--- src/rtl/irq_trap_ctrl.sv ---
// Interrupt/trap sequencer: takes external and DMA interrupts, sequences trap entry, MRET and WFI sleep.
// Optional machine timer (mtime/mtimecmp) is built only when IRQ_MTIMER_EN is defined.
module irq_trap_ctrl #(
   parameter logic [31:0] TRAP_VEC  = 32'h0001_0000,
   parameter logic [31:0] CAUSE_EXT = 32'h8000_000B,
   parameter logic [31:0] CAUSE_DMA = 32'h8000_0010
) (
   input  logic        clk,
   input  logic        rst,
   input  logic        irq_ext,
   input  logic        irq_dma,
   input  logic        mstatus_mie,
   input  logic        mie_meie,
   input  logic        wfi,
   input  logic        mret,
   input  logic        pipe_stall,
   input  logic [31:0] ex_pc,
   input  logic        trap_ack,
`ifdef IRQ_MTIMER_EN
   input  logic        tmr_we,
   input  logic [63:0] tmr_wdata,
   input  logic        mie_mtie,
`endif
   output logic        trap_req,
   output logic [31:0] trap_epc,
   output logic [31:0] trap_cause,
   output logic        redirect,
   output logic [31:0] redirect_pc,
   output logic        halt,
   output logic [1:0]  dbg_state_o
);

   localparam logic [31:0] CAUSE_TMR = 32'h8000_0007;

   // Handshake: trap_req rises with trap_epc/trap_cause valid and all three stay
   // stable until the cycle trap_ack is sampled high; the request then drops.
   typedef enum logic [1:0] {
      S_RUN   = 2'd0,
      S_SLEEP = 2'd1,
      S_TRAP  = 2'd2,
      S_RET   = 2'd3
   } state_e;

   state_e      state_q;
   logic        trap_req_q;
   logic [31:0] trap_epc_q;
   logic [31:0] trap_cause_q;
   logic        redirect_q;
   logic [31:0] redirect_pc_q;
   logic        halt_q;
   logic        trap_dma_q;
   logic        pend_dma_q;
   logic        pend_dma_d;

   logic        tmr_pend;
   logic        ext_take;
   logic        dma_take;
   logic        tmr_take;
   logic        take;
   logic        src_pend;
   logic [31:0] cause_sel;

`ifdef IRQ_MTIMER_EN
   logic [63:0] mtime_q;
   logic [63:0] mtimecmp_q;

   // mtimecmp resets to all-ones so the timer stays quiet until software programs it.
   always_ff @(posedge clk or posedge rst) begin
      if (rst) begin
         mtime_q    <= '0;
         mtimecmp_q <= '1;
      end else begin
         mtime_q <= mtime_q + 64'd1;
         if (tmr_we) begin
            mtimecmp_q <= tmr_wdata;
         end
      end
   end

   assign tmr_pend = mie_mtie & (mtime_q >= mtimecmp_q);
`else
   assign tmr_pend = 1'b0;
`endif

   always_comb begin
      ext_take = mstatus_mie & mie_meie & irq_ext;
      dma_take = mstatus_mie & mie_meie & pend_dma_q;
      tmr_take = mstatus_mie & tmr_pend;
      take     = ext_take | dma_take | tmr_take;
      src_pend = irq_ext | pend_dma_q | tmr_pend;
      if (ext_take) begin
         cause_sel = CAUSE_EXT;
      end else if (dma_take) begin
         cause_sel = CAUSE_DMA;
      end else begin
         cause_sel = CAUSE_TMR;
      end
   end

   // A fresh pulse wins over a clear landing in the same cycle.
   always_comb begin
      pend_dma_d = pend_dma_q;
      if (state_q == S_TRAP && trap_ack && trap_dma_q) begin
         pend_dma_d = 1'b0;
      end
      if (irq_dma) begin
         pend_dma_d = 1'b1;
      end
   end

   always_ff @(posedge clk or posedge rst) begin
      if (rst) begin
         pend_dma_q <= 1'b0;
      end else begin
         pend_dma_q <= pend_dma_d;
      end
   end

   always_ff @(posedge clk or posedge rst) begin
      if (rst) begin
         state_q       <= S_RUN;
         trap_req_q    <= 1'b0;
         trap_epc_q    <= '0;
         trap_cause_q  <= '0;
         redirect_q    <= 1'b0;
         redirect_pc_q <= '0;
         halt_q        <= 1'b0;
         trap_dma_q    <= 1'b0;
      end else begin
         redirect_q <= 1'b0;
         case (state_q)
            S_RUN: begin
               // The EX instruction is being flushed while redirect is high.
               if (!pipe_stall && !redirect_q) begin
                  if (take) begin
                     state_q      <= S_TRAP;
                     trap_req_q   <= 1'b1;
                     trap_epc_q   <= ex_pc;
                     trap_cause_q <= cause_sel;
                     trap_dma_q   <= !ext_take && dma_take;
                  end else if (mret) begin
                     state_q       <= S_RET;
                     redirect_q    <= 1'b1;
                     redirect_pc_q <= trap_epc_q;
                  end else if (wfi) begin
                     state_q <= S_SLEEP;
                     halt_q  <= 1'b1;
                  end
               end
            end
            S_SLEEP: begin
               if (take) begin
                  state_q      <= S_TRAP;
                  halt_q       <= 1'b0;
                  trap_req_q   <= 1'b1;
                  trap_epc_q   <= ex_pc + 32'd4;
                  trap_cause_q <= cause_sel;
                  trap_dma_q   <= !ext_take && dma_take;
               end else if (src_pend) begin
                  state_q <= S_RUN;
                  halt_q  <= 1'b0;
               end
            end
            S_TRAP: begin
               if (trap_ack) begin
                  state_q       <= S_RUN;
                  trap_req_q    <= 1'b0;
                  redirect_q    <= 1'b1;
                  redirect_pc_q <= TRAP_VEC;
               end
            end
            S_RET: begin
               state_q <= S_RUN;
            end
            default: begin
               state_q <= S_RUN;
            end
         endcase
      end
   end

   assign trap_req    = trap_req_q;
   assign trap_epc    = trap_epc_q;
   assign trap_cause  = trap_cause_q;
   assign redirect    = redirect_q;
   assign redirect_pc = redirect_pc_q;
   assign halt        = halt_q;
   assign dbg_state_o = state_q;

endmodule

--- config.mk ---
export PLATFORM = sky130hd
export DESIGN_NAME = irq_trap_ctrl
export DESIGN_NICKNAME = d
export VERILOG_FILES = /design/src/rtl/irq_trap_ctrl.sv
export SDC_FILE = /design/constraint.sdc
export NUM_CORES = 1
export LEC_CHECK = 0
export ABC_AREA = 1
export BUFFER_PORTS_ARGS = -buffer_cell sky130_fd_sc_hd__clkbuf_2
export CORE_ASPECT_RATIO = 0.5
export CORE_MARGIN = 4
export CORE_UTILIZATION = 51
export CTS_CLUSTER_SIZE = 24
export DETAILED_ROUTE_END_ITERATION = 8
export HOLD_SLACK_MARGIN = 0.12
export MAX_ROUTING_LAYER = met4
export PLACE_DENSITY = 0.88
export SLEW_MARGIN = 20
export SYNTH_ARGS = -nofsm -noshare
export SYNTH_HDL_FRONTEND = slang
export SYNTH_SLANG_ARGS = --single-unit
export TNS_END_PERCENT = 100
--- constraint.sdc ---
create_clock -name clk -period 2.77 [get_ports clk]
set_input_delay 0.554 -clock clk [delete_from_list [all_inputs] [get_ports clk]]
set_output_delay 0.554 -clock clk [all_outputs]
set_load 0.005 [all_outputs]
# Word level (Yosys, flattened, before mapping)
# Index checks and enable logic that the tools add are counted.
# word_totals
word_cells,89
n_memories,0
rom_bits,0
ramBits,0
register_bits,103
latch_bits,0
input_bits,42
# classes
eq_ne,13
addsub,1
muxes,43
bitwise_logic,5
n_reduce_logical,18
magnitude_cmp,0
shift,0
n_mul,0
div_mod_pow,0
# ops
cell,n
$mux W32,10
$pmux W32 S2,3
$add A32 B3 Y32 const B,1
$mux W1,17
$ne A2 B2 Y1 const B,8
$mux W2,7
$pmux W2 S4,1
$reduce_and A4 Y1,2
$pmux W1 S2,3
$reduce_and A6 Y1,1
$reduce_bool A2 Y1,3
$mux W5,1
$reduce_and A5 Y1,1
$eq A2 B2 Y1 const B,2
$logic_and A1 B1 Y1,4
$ne A4 B4 Y1 const B,1
$and A1 B1 Y1,3
$logic_not A1 Y1,3
$ne A3 B3 Y1 const B,1
$pmux W1 S3,1
$reduce_and A3 Y1,1
$reduce_bool A3 Y1,1
$eq A2 B1 Y1 const B,1
$logic_not A2 Y1,1
2 further kinds,3

# Longest topological paths before layout
# logic_depth
word_depth,7
depth_mapped,9

# Least setup slack after synthesis
# Ideal clock, no wire load.
# synth_path
kind,input to register
from,input mstatus_mie
to,register redirect_pc_q[1] (netlist: redirect_pc[1])
cell_stages,9
path_slack_ns,1.236
n_path_buf,2
setup_time_ns,0.074
required_ns,2.696
t_arrival_ns,1.460
path_cell_list,nand2_1 nor2_1 nor2_2 inv_2 o21ai_2 buf_6 buf_6 nand3_2 o21ai_2
# synth_via
elab_chain_len,5
# synth_rtl
item,line,rtl
from (decl),12,"input logic mstatus_mie,"
$and A1 B1 Y1 (*),"86, 87",
"$and A1 B1 Y1, on equally long branches","86, 87",
$or A1 B1 Y1 (*),89,take = ext_take | dma_take | tmr_take;
$ne A2 B2 Y1 (no source line) (*),--,
$reduce_and A5 Y1 (no source line) (*),--,
to (signal assigned),144,redirect_pc_q <= trap_epc_q;
to (decl),49,logic [31:0] redirect_pc_q;
# Mark *: on every way between the ends. The rest lies on a longest branch, timed or not.
# A chain may end at the register's enable or synchronous reset.

# Final worst setup path
# layout_path
from,register state_q[1] (netlist: dbg_state_o[1])
to,register redirect_pc_q[9] (netlist: redirect_pc[9])
# layout_via
elab_chain_len,3
# layout_rtl
item,line,rtl
from (decl),44,state_e state_q;
from (signal assigned),121,state_q <= S_RUN;
from (signal assigned),136,state_q <= S_TRAP;
from (signal assigned),142,state_q <= S_RET;
$eq A2 B2 Y1 / $logic_not A2 Y1 (equally long branches),131,case (state_q)
$ne A2 B2 Y1 (no source line) / $reduce_bool A2 Y1 (equally long branches),--,
$reduce_and A5 Y1 (no source line),--,
# Several ways; a longest one is shown, not always the timed one.

==> summary.md <==
| Metric | Value |
|---|---|
| Register area | 1880 µm² |
| RR Endpoint | redirect_pc[9] |
| Average wire per standard cell | about 14 µm |
| Fmax | around 0.51 GHz |
| Maximum buffer depth of the clock tree | 2 |
| Post-synth top flop | dfrtp_1 |
| Initial antenna violation count | 0 |
| Final hold viol count | 0 |
| Pleak | approximately 2.6 nW |
| Worst-path cell chain | inv_2 -> nor2_1 -> nand2_1 -> o21ai_4 -> buf_4 -> nand3_1 -> o21ai_0 |
| Slew HR | 0.496 |
| Fraction of final layout cells sized beyond drive strength 1 | 0.303 |
| First DRT Iteration DRCs | around 380 |
| Chip height | between 70 and 80 µm |
| Setup crit start | dbg_state_o[1] |
| Gate power share | 0.374 |
| Kind of end point of the critical path | flip-flop |
| Core box area | ~8000 µm² |
| Fillers | 685 |
| Setup bufs post-CTS | 0 |
| Worst-path clk slew | 60 ps |
| Via count | around 3.7k |
| Sequential area share after synthesis | 0.446 |
| Die width | 137 µm |
| Flop2flop setup slack | roughly 790 ps |
| Met3 wire length | approximately 800 µm |
| Crit-path max FO | 48 |
| H-tree level count | 3 |
| Yosys cell types | 32 |
| EDFF count, synth | 0 |
| Rows | 23 |
| Switching Share | 0.393 |
| Cells after Synth | approximately 520 |
| Routed length on met1 | between 4000 and 5000 µm |
| Final setup viols | 0 |
| Critical Path End | redirect_pc[9] |
| Total power | roughly 4.9 mW |
| Max Cap Viol | 0 |
| Area grow syn2layout | 19.7% |
| Port-buffer cells | approximately 120 |
| Clk sink count | 75 |
| Hold Worst Slack | roughly 280 ps |
| N_diodes | 0 |
| Pwr Density | slightly below 1000 nW/µm² |
| Critical path arrival | roughly 2200 ps |
| Final worst path period need | 1980 ps |
| Post-CTS sizing | 0 |
| RSZ-0062 raised after global routing | no |
| Max VDD drop | just over 0.4 mV |
| Syn. warnings | 0 |
| Flops & latches, synth | 75 |
| Full die area | about 10000 µm² |
| Final Cell Area | 5040 µm² |
| Reg2Reg Launch Point | dbg_state_o[1] |
| Global-route wire length before repair | about 17000 µm |
| Global placer's final weighted congestion | between 0.9 and 1 |
| Crit path largest cell delay | about 500 ps |
| DR vias/cell | ~5 |
| Status | finished, final reports clean |
| Synthesized area per cell | 8.13 µm² |
| Initial core utilization | 0.525 |
| Final net count | between 600 and 700 |
| DRT Pass-1 Iters | 4 |
| Met2 wire length | between 5000 and 6000 µm |
| FFs w/ async S/R, synth | 1.00 |
| Worst-Margin Slew | between 700 and 800 ps |
| Io pins | approximately 140 |
| DPL Wire Length | between 7000 and 8000 µm |
| Routed WL | ~11000 µm |
| Gr usage total | 0.232 |
| CTS tree | yes |
| Clk_lat worst skew | approximately 330 ps |
| TNS Setup | 0 ps |
| Worst r2r path cells | 7 |
| Num CTS Buffers | 9 |
| Grt ovf | 0 |
| Cell Area, Placed | approximately 4800 µm² |
| Final clock skew | about 6.6 ps |
| Pins Over Slew Limit | 0 |
| # DRC | 0 |
| Pint | about 3 mW |
| Top Layer Used | met4 |
| Largest net degree at the start of global routing | a little under 50 |
| Req. time, crit path | around 3000 ps |
| Part of the power in the clock network | 0.237 |
| Worst hold path class | in2async |
| Synthesized area | roughly 4200 µm² |
| Crit path kind | reg2reg |
| Area of the multi-input gates | between 1500 and 2000 µm² |
| Post-route clock period utilization | 0.714 |
| Antenna Nets Post-Route | 0 |
| Root cell of the clock tree | clkbuf_16 |
| Switching power | between 1.5 and 2 mW |
| Slowest cell on crit path | buf_4 |
| CP startpoint kind | flip-flop |
| Hold buffers post-CTS | 0 |
| Number of global-route vias before repair | roughly 3.6k |
| Part of the power in registers | 0.390 |
==> registers in the layout (all words and copies together), names as in the netlist <==
register / count
dbg_state_o: 2
halt: 1
pend_dma_q: 1
redirect: 1
redirect_pc: 32
trap_cause: 5
trap_epc: 32
trap_req: 1
==> area by class of cell <==
class / count / area share
flip-flops and latches: 75 / 0.372
multi-input cells: 361 / 0.371
repair buffers: 121 / 0.125
inverters: 62 / 0.0464
clock buffers: 9 / 0.0447
well taps: 112 / 0.0278
clock inverters: 6 / 0.0129
==> Yosys cell counts, types with 3 or more instances <==
master	n	area [µm²]
nand2_1	123	462
dfrtp_1	75	1880
inv_1	56	210
nand3_1	54	270
nor2_1	41	154
buf_4	30	225
o21ai_1	23	115
nand3_2	18	180
o21ai_2	18	158
nand4_1	11	68.8
xor2_1	8	70.1
buf_6	7	78.8
buf_2	6	30.0
inv_2	6	22.5
o21bai_1	5	37.5
nor2_2	4	25.0
nor3_1	4	20.0
o21ai_0	4	20.0
or2_2	4	25.0
xnor2_1	3	26.3
==> per-stage QoR <==
step,setup WS (ps),instances,utilization
finish,791,746,0.628
global route,650,746,0.628
CTS,824,746,0.628
detailed placement,682,731,0.592
global placement,790,731,0.592
floorplan,306,543,-
==> power by group through the flow <==
stage / clock [mW] / sequential [mW] / combinational, mW
after floorplan: 0 / 1.88 / 1.14
after global placement: 0 / 1.89 / 1.75
after detailed placement: 0 / 1.90 / 1.81
after CTS: 1.16 / 1.89 / 1.83
after global routing: 1.21 / 1.95 / 2.03
final: 1.15 / 1.89 / 1.81
==> layout by cell type (no fill, tap or decap), drive strengths merged <==
| master | n |
|---|---|
| a21o | 2 |
| a21oi | 2 |
| a31oi | 1 |
| buf | 5 |
| bufinv | 1 |
| clkbuf | 125 |
| clkinv | 4 |
| clkinvlp | 1 |
| conb | 26 |
| dfrtp | 75 |
| ha | 1 |
| inv | 62 |
| nand2 | 125 |
| nand3 | 72 |
| nand3b | 1 |
| nand4 | 11 |
| nor2 | 47 |
| nor3 | 5 |
| nor3b | 1 |
| o21ai | 45 |
| o21bai | 5 |
| or2 | 6 |
| xnor2 | 3 |
| xor2 | 8 |
==> worst min path at each step <==
stage	startpoint	endpoint	cells after the start
after global routing	rst	trap_epc[1]	2
after global placement	trap_cause[31]	trap_cause[31]	1
after floorplan	trap_cause[31]	trap_cause[31]	1
after detailed placement	trap_cause[31]	trap_cause[31]	1
after CTS	rst	trap_epc[1]	2
final	rst	trap_epc[1]	2
==> per-layer routing <==
layer | vias to the layer above | GRT usage
met5 | - | -
met4 | 0 | 0.0726
met3 | 11 | 0.0416
met2 | 133 | 0.369
met1 | 1759 | 0.306
li1 | 1844 | -
==> kinds of logic (layout without fill, tap and decap cells) <==
family | count (synthesis) | count (layout) | synth area share
buffers and inverters | 107 | 198 | 0.136
xor gates and xnor gates | 11 | 11 | 0.0229
DFF | 75 | 75 | 0.446
AOI/OAI and AO/OA | 55 | 55 | 0.0858
other | 1 | 26 | 0.000890
adders and majority gates | 1 | 1 | 0.00297
and+or+nand+nor | 268 | 268 | 0.306
==> critical path: cells and delay by family (launching register included) <==
| kind | cells | cell delay [ps] |
|---|---|---|
| DFF | 1 | 450 |
| buffers and inverters | 2 | 610 |
| and+or+nand+nor | 3 | 600 |
| AOI/OAI and AO/OA | 2 | 220 |
(Power assumes the default switching activity.)
